**config.mk**
```make
export PLATFORM = sky130hd
export DESIGN_NAME = alu_issue
export DESIGN_NICKNAME = d
export VERILOG_FILES = /design/src/rtl/alu_issue.sv
export SDC_FILE = /design/constraint.sdc
export NUM_CORES = 1
export LEC_CHECK = 0
export ABC_AREA = 1
export CAP_MARGIN = 20
export CORE_ASPECT_RATIO = 1.4
export CORE_MARGIN = 8
export CORE_UTILIZATION = 35
export CTS_CLUSTER_DIAMETER = 60
export DETAILED_ROUTE_END_ITERATION = 10
export PLACE_DENSITY = 0.74
export SLEW_MARGIN = 20
export SYNTH_ARGS = -nofsm -noshare
export SYNTH_HDL_FRONTEND = slang
export SYNTH_SLANG_ARGS = --single-unit
```
**constraint.sdc**
```tcl
create_clock -name clk -period 1.35 [get_ports clk]
set_clock_uncertainty 0.15 [all_clocks]
set_input_delay 0.27 -clock clk [delete_from_list [all_inputs] [get_ports clk]]
set_output_delay 0.27 -clock clk [all_outputs]
set_load 0.005 [all_outputs]
```
**src/rtl/alu_issue.sv**
```systemverilog
// Decode/issue stage for the 16-bit ALU datapath.
// One-entry registered issue slot, architectural {S,Z,C,V} flag register with
// same-edge forwarding into conditional-branch resolution, and a RUN/HALT FSM.
module alu_issue #(
    parameter logic [3:0] FLAG_RESET = 4'b0000,
    parameter bit         HALT_EN    = 1'b1
) (
    input  logic        clk,
    input  logic        rst_n,
    input  logic        in_valid,
    output logic        in_ready,
    input  logic [15:0] in_instr,
    input  logic [15:0] in_pc,
    output logic        out_valid,
    input  logic        out_ready,
    output logic [3:0]  out_alu_op,
    output logic [3:0]  out_alu_d,
    output logic [2:0]  out_rs,
    output logic [2:0]  out_rd,
    output logic        out_src_imm,
    output logic [15:0] out_imm,
    output logic        out_reg_we,
    output logic        out_mem_rd,
    output logic        out_mem_wr,
    output logic        out_br_taken,
    output logic [15:0] out_br_target,
    output logic        out_illegal,
    input  logic        alu_s,
    input  logic        alu_z,
    input  logic        alu_c,
    input  logic        alu_v,
    output logic [3:0]  flags,
    output logic        halted,
    input  logic        resume
);

    typedef enum logic {StRun, StHalt} state_t;

    typedef struct packed {
        logic        valid;
        logic        set_flags;  // retiring this entry writes the flag register
        logic [3:0]  alu_op;
        logic [3:0]  alu_d;
        logic [2:0]  rs;
        logic [2:0]  rd;
        logic        src_imm;
        logic [15:0] imm;
        logic        reg_we;
        logic        mem_rd;
        logic        mem_wr;
        logic        br_taken;
        logic [15:0] br_target;
        logic        illegal;
    } slot_t;

    state_t     state_q, state_d;
    slot_t      slot_q, dec;
    logic [3:0] flags_q;
    logic [3:0] fwd;
    logic       dec_halt;
    logic       capture, retire, flag_upd;
    logic [3:0] op3;
    logic [15:0] sext8;

    assign in_ready = (state_q == StRun) && (!slot_q.valid || out_ready);
    assign capture  = in_valid && in_ready;
    assign retire   = slot_q.valid && out_ready;
    assign flag_upd = retire && slot_q.set_flags;
    // Branches captured on the retiring edge see the ALU flags, not the stale register.
    assign fwd      = flag_upd ? {alu_s, alu_z, alu_c, alu_v} : flags_q;
    assign op3      = in_instr[7:4];
    assign sext8    = {{8{in_instr[7]}}, in_instr[7:0]};

    // Instruction decode into a candidate slot entry.
    always_comb begin
        dec       = '0;
        dec_halt  = 1'b0;
        dec.valid = 1'b1;
        unique case (in_instr[15:14])
            2'b11: begin
                dec.rs    = in_instr[13:11];
                dec.rd    = in_instr[10:8];
                dec.alu_d = in_instr[3:0];
                case (op3)
                    4'b0000, 4'b0001, 4'b0010, 4'b0011, 4'b0100, 4'b0110,
                    4'b1000, 4'b1001, 4'b1010, 4'b1011: begin
                        dec.alu_op    = op3;
                        dec.reg_we    = 1'b1;
                        dec.set_flags = 1'b1;
                    end
                    4'b0101: begin
                        dec.alu_op    = 4'b0001;
                        dec.set_flags = 1'b1;
                    end
                    4'b1111: begin
                        dec.alu_op = 4'b0111;
                        dec_halt   = HALT_EN;
                    end
                    default: begin
                        dec.alu_op  = 4'b0111;
                        dec.illegal = 1'b1;
                    end
                endcase
            end
            2'b00, 2'b01: begin
                dec.rd      = in_instr[13:11];
                dec.rs      = in_instr[10:8];
                dec.src_imm = 1'b1;
                dec.imm     = sext8;
                dec.mem_rd  = !in_instr[14];
                dec.reg_we  = !in_instr[14];
                dec.mem_wr  = in_instr[14];
            end
            default: begin
                case (in_instr[13:11])
                    3'b000: begin
                        dec.rd      = in_instr[10:8];
                        dec.alu_op  = 4'b0110;
                        dec.src_imm = 1'b1;
                        dec.imm     = sext8;
                        dec.reg_we  = 1'b1;
                    end
                    3'b100: begin
                        dec.br_taken  = 1'b1;
                        dec.br_target = in_pc + 16'd1 + sext8;
                    end
                    3'b111: begin
                        dec.br_target = in_pc + 16'd1 + sext8;
                        case (in_instr[10:8])
                            3'b000:  dec.br_taken = fwd[2];
                            3'b001:  dec.br_taken = fwd[3] ^ fwd[0];
                            3'b010:  dec.br_taken = fwd[2] | (fwd[3] ^ fwd[0]);
                            3'b011:  dec.br_taken = !fwd[2];
                            default: dec.illegal  = 1'b1;
                        endcase
                    end
                    default: dec.illegal = 1'b1;
                endcase
            end
        endcase
    end

    // RUN/HALT next-state.
    always_comb begin
        state_d = state_q;
        unique case (state_q)
            StRun:  if (capture && dec_halt) state_d = StHalt;
            StHalt: if (resume) state_d = StRun;
            default: state_d = StRun;
        endcase
    end

    // Issue slot, flag register and FSM state.
    always_ff @(posedge clk or negedge rst_n) begin
        if (!rst_n) begin
            slot_q  <= '0;
            flags_q <= FLAG_RESET;
            state_q <= StRun;
        end else begin
            state_q <= state_d;
            if (flag_upd) flags_q <= {alu_s, alu_z, alu_c, alu_v};
            if (capture)     slot_q <= dec;
            else if (retire) slot_q <= '0;
        end
    end

    assign out_valid     = slot_q.valid;
    assign out_alu_op    = slot_q.alu_op;
    assign out_alu_d     = slot_q.alu_d;
    assign out_rs        = slot_q.rs;
    assign out_rd        = slot_q.rd;
    assign out_src_imm   = slot_q.src_imm;
    assign out_imm       = slot_q.imm;
    assign out_reg_we    = slot_q.reg_we;
    assign out_mem_rd    = slot_q.mem_rd;
    assign out_mem_wr    = slot_q.mem_wr;
    assign out_br_taken  = slot_q.br_taken;
    assign out_br_target = slot_q.br_target;
    assign out_illegal   = slot_q.illegal;
    assign flags         = flags_q;
    assign halted        = (state_q == StHalt);

endmodule

```
==> flow_summary.yaml, run 1 <==
routing:
  wl_per_cell_um: 16.72
  dr.pass1.iters: 4
  via_per_inst: 5.020
  routed_wl_um: 12280
  vias: 3685
  ant_nets: 0
  drt_iter0_markers: 113
  drc: 0
power:
  irDropWorstVdd_mv: 0.5657
  totalPowerFinal_mw: 5.295
  power.density_nw_per_um2: 886.7
  p_leak_nw: 2.997
grt:
  grt.total_usage_pct: 17.55
  grt_pass1_wl_um: 18690
  grt_overflow: 0
  grt_max_degree: 52
  grt_pass1_vias: 3868
  antenna_found_initial: 0
yosys:
  syn-num-nets: 508
  synth_top_area_share_pct: 37.46
  synth_ff_type: "dfrtp_1"
  yosysTopAreaCell: "dfrtp_1"
  synth_cell_types: 34
  avgSynthCellArea_sq_um: 7.571
  synth_edf_count: 0
  synth_seq_area_share_pct: 37.46
  async_reset_ff_share_pct: 100.0
  ys_ff_latch: 51
  yosys_warnings: 0
  synth_area_sq_um: 3407
  netlist_top_cells_area: "dfrtp_1 (37%), nand2_1 (16%), buf_4 (10%)"
  synthCells: 450
timing:
  setup_viol: 57
  tightest_slew_ps: 341.6
  slew_headroom_pct: 77.17
  maxSlewViolCount: 0
  max_freq_mhz: 591.1
  finalHoldViolCount: 0
  fin_crit_ps: 1692
  worst_hold_slack_ps: 204.8
  setup_ws_ps: -341.7
  rsz0062_at_grt: "yes"
  finalCritPeriodShare_pct: 125.3
  tns_ps: -12570
clocking:
  clkSlewWorstSetupHoldPaths_ps: 70
  cts_buffers: 5
  tritoncts: "done"
  numClockSinks: 51
  cts_max_path_buffers: 2
  clockRootBuffer: "clkbuf_16"
  h-tree-depth: 2
  clkLatencyLatePin_ps: 290
cells_and_area:
  fin_area_sq_um: 5972
  fillers: 787
  seq_area_sq_um: 1280
  drive_above_1_share_pct: 45.03
  area_growth_syn_to_layout_pct: 75.28
  multi_input_area_sq_um: 2157
  nets: 681
  final_util_pct: 63.13
  n_antenna_cell: 0
  layoutNonFillerInstCount: 734
placed_design:
  dpl_worst_slack_ps: -1050
  gp_congestion: 0.8901
  dpl_cell_area_sq_um: 4823
  hpwlAfterDp_um: 8225
  dp_cells: 670
  io_buffers: 99
worst_setup_path:
  max_stage_delay_ps: 420
  cp.arrival_ps: 1780
  worstPathMaxFanout: 8
  crit_slowest_cell: "dfrtp_2"
  worstReg2RegEnd: "out_br_target[4]"
  rr_worst_depth: 8
  critPathLaunchType: "register"
  timing.critical_path.buf_inv: 2
  critPathCaptureType: "register"
  cp.depth: 8
  critical_path_class: "register to register"
  required_ps: 1440
  crit_chain: "buf_6, nor3_4, nand2_2, inv_4, nand2_8, a21oi_2, o21ai_1, nand2_1"
  r2r_start: "halted"
  r2r_slack_ps: -340
  critPathTopFamily: "simple AND/OR/NAND/NOR gates"
die:
  core_sq_um: 9459
  die_h_um: 132.7
  die_w_um: 99.39
  die-area_sq_um: 13190
  io_pins: 100
  start_util_pct: 36.02
  rows: 42
hold_path:
  hp-start: "in_instr[0]"
  min_to: "out_imm[0]"
  hold_depth: 4
  hold_class: "primary input to register"
flow_run:
  drv_cap: 0
outcome:
  status: "finished, violations left"
  violations: "setup timing"
==> registers in the layout (all words and copies together) (netlist names), 3 cells and up <==
signal / flops
out_br_target: 16
flags: 4
out_alu_d: 4
out_rs: 3
out_imm: 8
out_alu_op: 4
out_rd: 3
==> how the worst max path moves through the flow <==
stage	startpoint	slack, ps	end
after floorplan	in_pc[0]	-280	out_br_target[8]
after global placement	in_pc[0]	-1000	out_br_target[8]
after detailed placement	in_pc[0]	-1050	out_br_target[8]
after CTS	halted	-240	out_br_target[2]
after global routing	halted	-390	out_br_target[4]
final	halted	-340	out_br_target[4]
==> cells in the mapped netlist (3+ instances only) <==
cell / number
nand2_1: 144
inv_1: 44
buf_6: 4
nor2_1: 22
inv_2: 4
dfrtp_1: 51
o21ai_0: 30
o211ai_1: 4
buf_4: 46
o31ai_1: 4
ha_1: 16
a32o_1: 3
nand3_1: 28
xor2_1: 3
nand2_2: 3
o21ai_1: 4
a21oi_1: 15
nand4_1: 6
nand3b_1: 4
==> cell usage in the layout (no fill, tap or decap), types with 13 or more instances in the layout <==
cell type / instances
o21ai_2: 16
nand2_2: 29
nand3_1: 16
inv_1: 37
dfrtp_1: 48
a21oi_2: 13
buf_6: 28
buf_4: 86
nand2_1: 107
clkdlybuf4s50_1: 14
dlygate4sd2_1: 17
ha_4: 15
clkdlybuf4s15_1: 39
nor2_1: 16
==> worst reg2reg max path, cell delays in order (launching register included) <==
cell and delay [ps]:
dfrtp_2 420, buf_6 140, nor3_4 300, nand2_2 120
inv_4 100, nand2_8 100, a21oi_2 150, o21ai_1 90
nand2_1 60
==> cell type report <==
cell class	count	area share [%]
multi-input cells	300	36.12
repair buffers	214	33.71
flip-flops and latches	51	21.43
inverters	50	3.981
well taps	110	2.305
clock buffers	7	2.221
repair inverters	1	0.1467
clock inverters	1	0.08380
==> power breakdown <==
part	internal, mW	switching (mW)
logic	1.19	1.05
registers	1.68	0.107
clock network	0.688	0.579
==> metal layers <==
| layer | part of all wire [%] | routed length [um] | GRT usage [%] | vias to the layer above |
|---|---|---|---|---|
| met5 | 0 | 0 | 0 | - |
| met2 | 56 | 6922 | 34.07 | 112 |
| met1 | 36 | 4420 | 17.54 | 1786 |
| met3 | 5.0 | 618 | 2.992 | 21 |
| li1 | - | - | - | 1766 |
| met4 | 2.6 | 314 | 7.432 | 0 |
==> logic make-up (layout without fill, tap and decap cells) <==
family / after synthesis / in the layout / share of synthesized area (%)
flip-flops: 51 / 51 / 37.46
buffers and inverters: 100 / 273 / 17.19
XOR/XNOR: 4 / 4 / 1.028
adder cells (fa/ha/maj): 17 / 17 / 6.463
AO/OA/AOI/OAI: 66 / 66 / 11.42
AND/OR/NAND/NOR: 212 / 213 / 26.44
==> timing repair <==
action	4_1_cts	5_1_grt
buffers inserted	33	17
gates cloned	6	1
hold buffers	1	0
endpoints found under the hold margin	51	0
gates resized for setup	296	56
pin swaps	38	22
setup endpoints to repair	107	69
(Power assumes the default switching activity.)
==> inputs of run 2 (changes only) <==
--- a/config.mk
+++ b/config.mk
@@ -10,9 +10,11 @@
 export CORE_ASPECT_RATIO = 1.4
 export CORE_MARGIN = 8
 export CORE_UTILIZATION = 35
+export CTS_BUF_LIST = sky130_fd_sc_hd__clkbuf_16
 export CTS_CLUSTER_DIAMETER = 60
 export DETAILED_ROUTE_END_ITERATION = 10
 export PLACE_DENSITY = 0.74
+export SKIP_LAST_GASP = 1
 export SLEW_MARGIN = 20
 export SYNTH_ARGS = -nofsm -noshare
 export SYNTH_HDL_FRONTEND = slang
==> flow_summary.yaml, run 2 (synthesized netlist as in run 1, its figures left out) <==
power:
  p_leak_nw: 2.998
  power.density_nw_per_um2: 884.8
  irDropWorstVdd_mv: 0.5496
  totalPowerFinal_mw: 5.277
timing:
  tightest_slew_ps: 349.0
  max_freq_mhz: 589.7
  setup_viol: 59
  rsz0062_at_grt: "yes"
  slew_headroom_pct: 76.68
  setup_ws_ps: -345.7
  finalCritPeriodShare_pct: 125.6
  maxSlewViolCount: 0
  worst_hold_slack_ps: 206.6
  fin_crit_ps: 1696
  finalHoldViolCount: 0
clocking:
  cts_max_path_buffers: 2
  h-tree-depth: 2
  tritoncts: "done"
  numClockSinks: 51
  clkLatencyLatePin_ps: 290
  clockRootBuffer: "clkbuf_16"
  cts_buffers: 5
  clkSlewWorstSetupHoldPaths_ps: 70
worst_setup_path:
  required_ps: 1440
  critPathLaunchType: "register"
  critical_path_class: "register to register"
  critPathCaptureType: "register"
  cp.arrival_ps: 1780
  worstPathMaxFanout: 8
cells_and_area:
  area_growth_syn_to_layout_pct: 75.06
  final_cell_mix: "nand2_1 (111), buf_4 (85), dfrtp_1 (48)"
  layoutNonFillerInstCount: 733
  fillers: 777
  largest_reg_flops: 16
  n_antenna_cell: 0
  final_common_cell: "nand2_1"
  nets: 680
  final_util_pct: 63.06
  drive_above_1_share_pct: 43.98
grt:
  grt_overflow: 0
  grt_max_degree: 52
  grt_pass1_vias: 3840
  grt_pass1_wl_um: 18550
  grt.total_usage_pct: 17.45
  antenna_found_initial: 0
die:
  io_pins: 100
  die_h_um: 132.7
  die-area_sq_um: 13190
  die_w_um: 99.39
  core_sq_um: 9459
  start_util_pct: 36.02
  rows: 42
outcome:
  violations: "setup timing"
  status: "finished, violations left"
placed_design:
  gp_congestion: 0.8901
  dpl_worst_slack_ps: -1050
  dp_cells: 670
  io_buffers: 99
  hpwlAfterDp_um: 8225
routing:
  top_layer: "met4"
  wl_per_cell_um: 16.69
  routed_wl_um: 12240
  m1WireLength_um: 4492
  vias: 3652
  drt_iter0_markers: 107
  via_per_inst: 4.982
  wl_met3_um: 567
  dr.pass1.iters: 4
  ant_nets: 0
  dr_wl_met2_um: 6847
  drc: 0
flow_run:
  drv_cap: 0
hold_path:
  hold_class: "primary input to register"
[run 2: cell types whose count changed in the layout (fill, tap and decap cells not counted), sizes merged]
cell / previous run / this run
clkbuf: 17 / 13
inv: 48 / 50
buf: 131 / 130
clkdlybuf4s15: 41 / 43
[run 2: what timing repair did]
action / in CTS / in global routing
buffers inserted: 33 / 16
endpoints found under the hold margin: 51 / 0
pin swaps: 38 / 22
hold buffers: 1 / 0
resized for setup: 290 / 56
endpoints found under the setup margin: 107 / 68
gates cloned: 6 / 1
[run 2: power breakdown]
group	switching (mW)	internal (mW)	leakage [nW]
Sequential	0.107	1.68	0.679
Combinational	1.04	1.19	2.24
Clock	0.580	0.673	0.0762
Total	1.73	3.55	3.00
[run 2: area by class of cell]
class / count / area (sq um) / share of cell area (%)
sequential: 51 / 1280 / 21.46
clock buffer: 5 / 125.1 / 2.098
inverter: 50 / 237.7 / 3.986
clock inverter: 3 / 12.51 / 0.2098
timing repair buffer: 213 / 2016 / 33.79
timing repair inverter: 1 / 8.758 / 0.1468
multi-input combinational: 300 / 2147 / 36.00
tap: 110 / 137.6 / 2.308
[run 2: layer usage]
layer	track usage, %	vias up
met1	17.35	1760
li1	-	1766
met3	3.097	21
met5	0	-
met4	7.432	0
met2	33.88	105
[run 2: critical path, stage by stage, from the launching register on]
cell and delay [ps]:
dfrtp_2 420, buf_6 140, nor3_4 300, nand2_2 120, inv_4 100, nand2_8 100
a21oi_2 140, o21ai_1 90, nand2_1 60
[run 2: worst paths after layout]
check / end / cells past startpoint / startpoint / slack (ps)
max: out_br_target[4] / 8 / halted / -350
min: out_imm[0] / 4 / in_instr[0] / 210
max reg2reg: out_br_target[4] / 8 / halted / -350
min reg2reg: out_br_target[3] / 2 / out_br_target[3] / 340
max in group asynchronous: out_valid / 3 / rst_n / 440
min in group asynchronous: out_br_target[3] / 3 / rst_n / 330
[run 2: metrics by stage]
stage | setup TNS, ps | cell area (sq um)
2_1_floorplan | -3425 | 3582
3_3_place_gp | -30490 | 4823
3_5_place_dp | -32170 | 4823
4_1_cts | -8431 | 5733
5_1_grt | -15610 | 5964
6_report | -12810 | 5964
==> inputs of run 3 (changes only) <==
==> constraint.sdc (replaced) <==
create_clock -name clk -period 1.35 [get_ports clk]
set_clock_uncertainty 0.15 [all_clocks]
set_input_delay 0.135 -clock clk [delete_from_list [all_inputs] [get_ports clk]]
set_output_delay 0.135 -clock clk [all_outputs]
set_load 0.005 [all_outputs]
==> flow_summary.yaml, run 3 (synthesized netlist as in run 1, its figures left out) <==
clocking:
  clkLatencyLatePin_ps: 290
  cts_max_path_buffers: 2
  numClockSinks: 51
  clockRootBuffer: "clkbuf_16"
  h-tree-depth: 2
  clkSlewWorstSetupHoldPaths_ps: 70
  tritoncts: "done"
  cts_buffers: 5
timing:
  rsz0062_at_grt: "yes"
  tns_ps: -7575
  tightest_slew_ps: 294.1
  slew_headroom_pct: 80.39
  finalCritPeriodShare_pct: 117.6
  fin_crit_ps: 1587
  setup_viol: 47
  max_freq_mhz: 630.1
  setup_ws_ps: -237.1
  maxSlewViolCount: 0
  finalHoldViolCount: 0
hold_path:
  hold_class: "primary input to register"
  hp-start: "in_instr[0]"
worst_setup_path:
  cp.arrival_ps: 1670
  r2r_slack_ps: -240
  cp-startpoint: "out_valid"
  critPathCaptureType: "register"
  required_ps: 1430
  critPathLaunchType: "register"
  critPathCapture: "out_br_target[4]"
  worstReg2RegEnd: "out_br_target[4]"
  worstPathMaxFanout: 8
  rr_worst_depth: 9
  critical_path_class: "register to register"
  r2r_start: "out_valid"
die:
  core_sq_um: 9459
  rows: 42
  io_pins: 100
  start_util_pct: 36.02
  die-area_sq_um: 13190
  die_h_um: 132.7
  die_w_um: 99.39
grt:
  antenna_found_initial: 0
  grt_max_degree: 52
  grt_overflow: 0
  grt_pass1_wl_um: 18560
  grt.total_usage_pct: 17.59
  grt_pass1_vias: 3867
power:
  p_leak_nw: 3.199
  totalPowerFinal_mw: 5.085
  power.density_nw_per_um2: 868.1
  irDropWorstVdd_mv: 0.4986
routing:
  drt_iter0_markers: 109
  routed_wl_um: 11770
  drc: 0
  ant_nets: 0
  vias: 3596
  via_per_inst: 4.906
  wl_per_cell_um: 16.06
  dr.pass1.iters: 5
cells_and_area:
  fillers: 797
  nets: 680
  final_util_pct: 61.93
  final_common_cell: "nand2_1"
  n_antenna_cell: 0
  area_growth_syn_to_layout_pct: 71.94
  largest_reg_flops: 16
  final_cell_mix: "nand2_1 (105), buf_4 (91), dlygate4sd2_1 (66)"
  fin_area_sq_um: 5858
  drive_above_1_share_pct: 40.13
placed_design:
  dpl_worst_slack_ps: -869.0
  gp_congestion: 0.9120
  dpl_cell_area_sq_um: 4840
  io_buffers: 99
  hpwlAfterDp_um: 8172
flow_run:
  drv_cap: 0
outcome:
  status: "finished, violations left"
  violations: "setup timing"
## run 3: metal layers
metal  wire (um)  up-vias  global-route usage (%)
met3         667       34                   3.990
met5           0        -                       0
li1            -     1756                       -
met4         618        0                   10.22
met2        6173      110                   32.72
met1        4311     1696                   17.13
## run 3: how the worst min path moves through the flow
stage                            end  depth (start not counted)
floorplan                   flags[0]                          0
global placement    out_br_target[3]                          2
detailed placement  out_br_target[5]                          2
CTS                     out_alu_d[0]                          4
global route              out_imm[0]                          4
finish                    out_imm[0]                          4
## run 3: what timing repair did
action / 4_1_cts / 5_1_grt
setup buffers: 29 / 8
pin swaps: 25 / 11
cloned: 5 / 0
gates resized for setup: 195 / 59
hold buffers: 1 / 0
setup endpoints to repair: 105 / 58
hold endpoints to repair: 51 / 0
## run 3: cell type report
class                           instances  area [sq um]  share of cell area, %
Sequential cell                        51          1280                  21.85
Clock inverter                          3         12.51                 0.2136
Tap cell                              110         137.6                  2.349
Clock buffer                            5         125.1                  2.136
Multi-Input combinational cell        300          2145                  36.61
Inverter                               50         240.2                  4.101
Timing Repair Buffer                  212          1898                  32.40
Timing Repair inverter                  2         20.02                 0.3417
## run 3: metrics by stage
| step | hold WS [ps] | std cells |
|---|---|---|
| floorplan | -310.6 | 450 |
| global placement | -2.031 | 687 |
| detailed placement | 5.364 | 687 |
| CTS | 66.96 | 728 |
| global route | 80.19 | 733 |
| finish | 71.01 | 733 |
## run 3: power breakdown
part	total [mW]	leakage (nW)	internal [mW]	switching, mW
clock network	1.23	0.0724	0.672	0.559
logic	2.07	2.45	1.06	1.01
registers	1.78	0.679	1.68	0.0991
total	5.09	3.20	3.42	1.67
## run 3: critical path: stages (launching register included)
cell and delay [ps]:
dfrtp_2 430, inv_2 80, nor2_4 50, nor3_4 220
nand2_2 120, inv_4 100, nand2_8 100, a21oi_2 120
o21ai_1 80, nand2_1 70
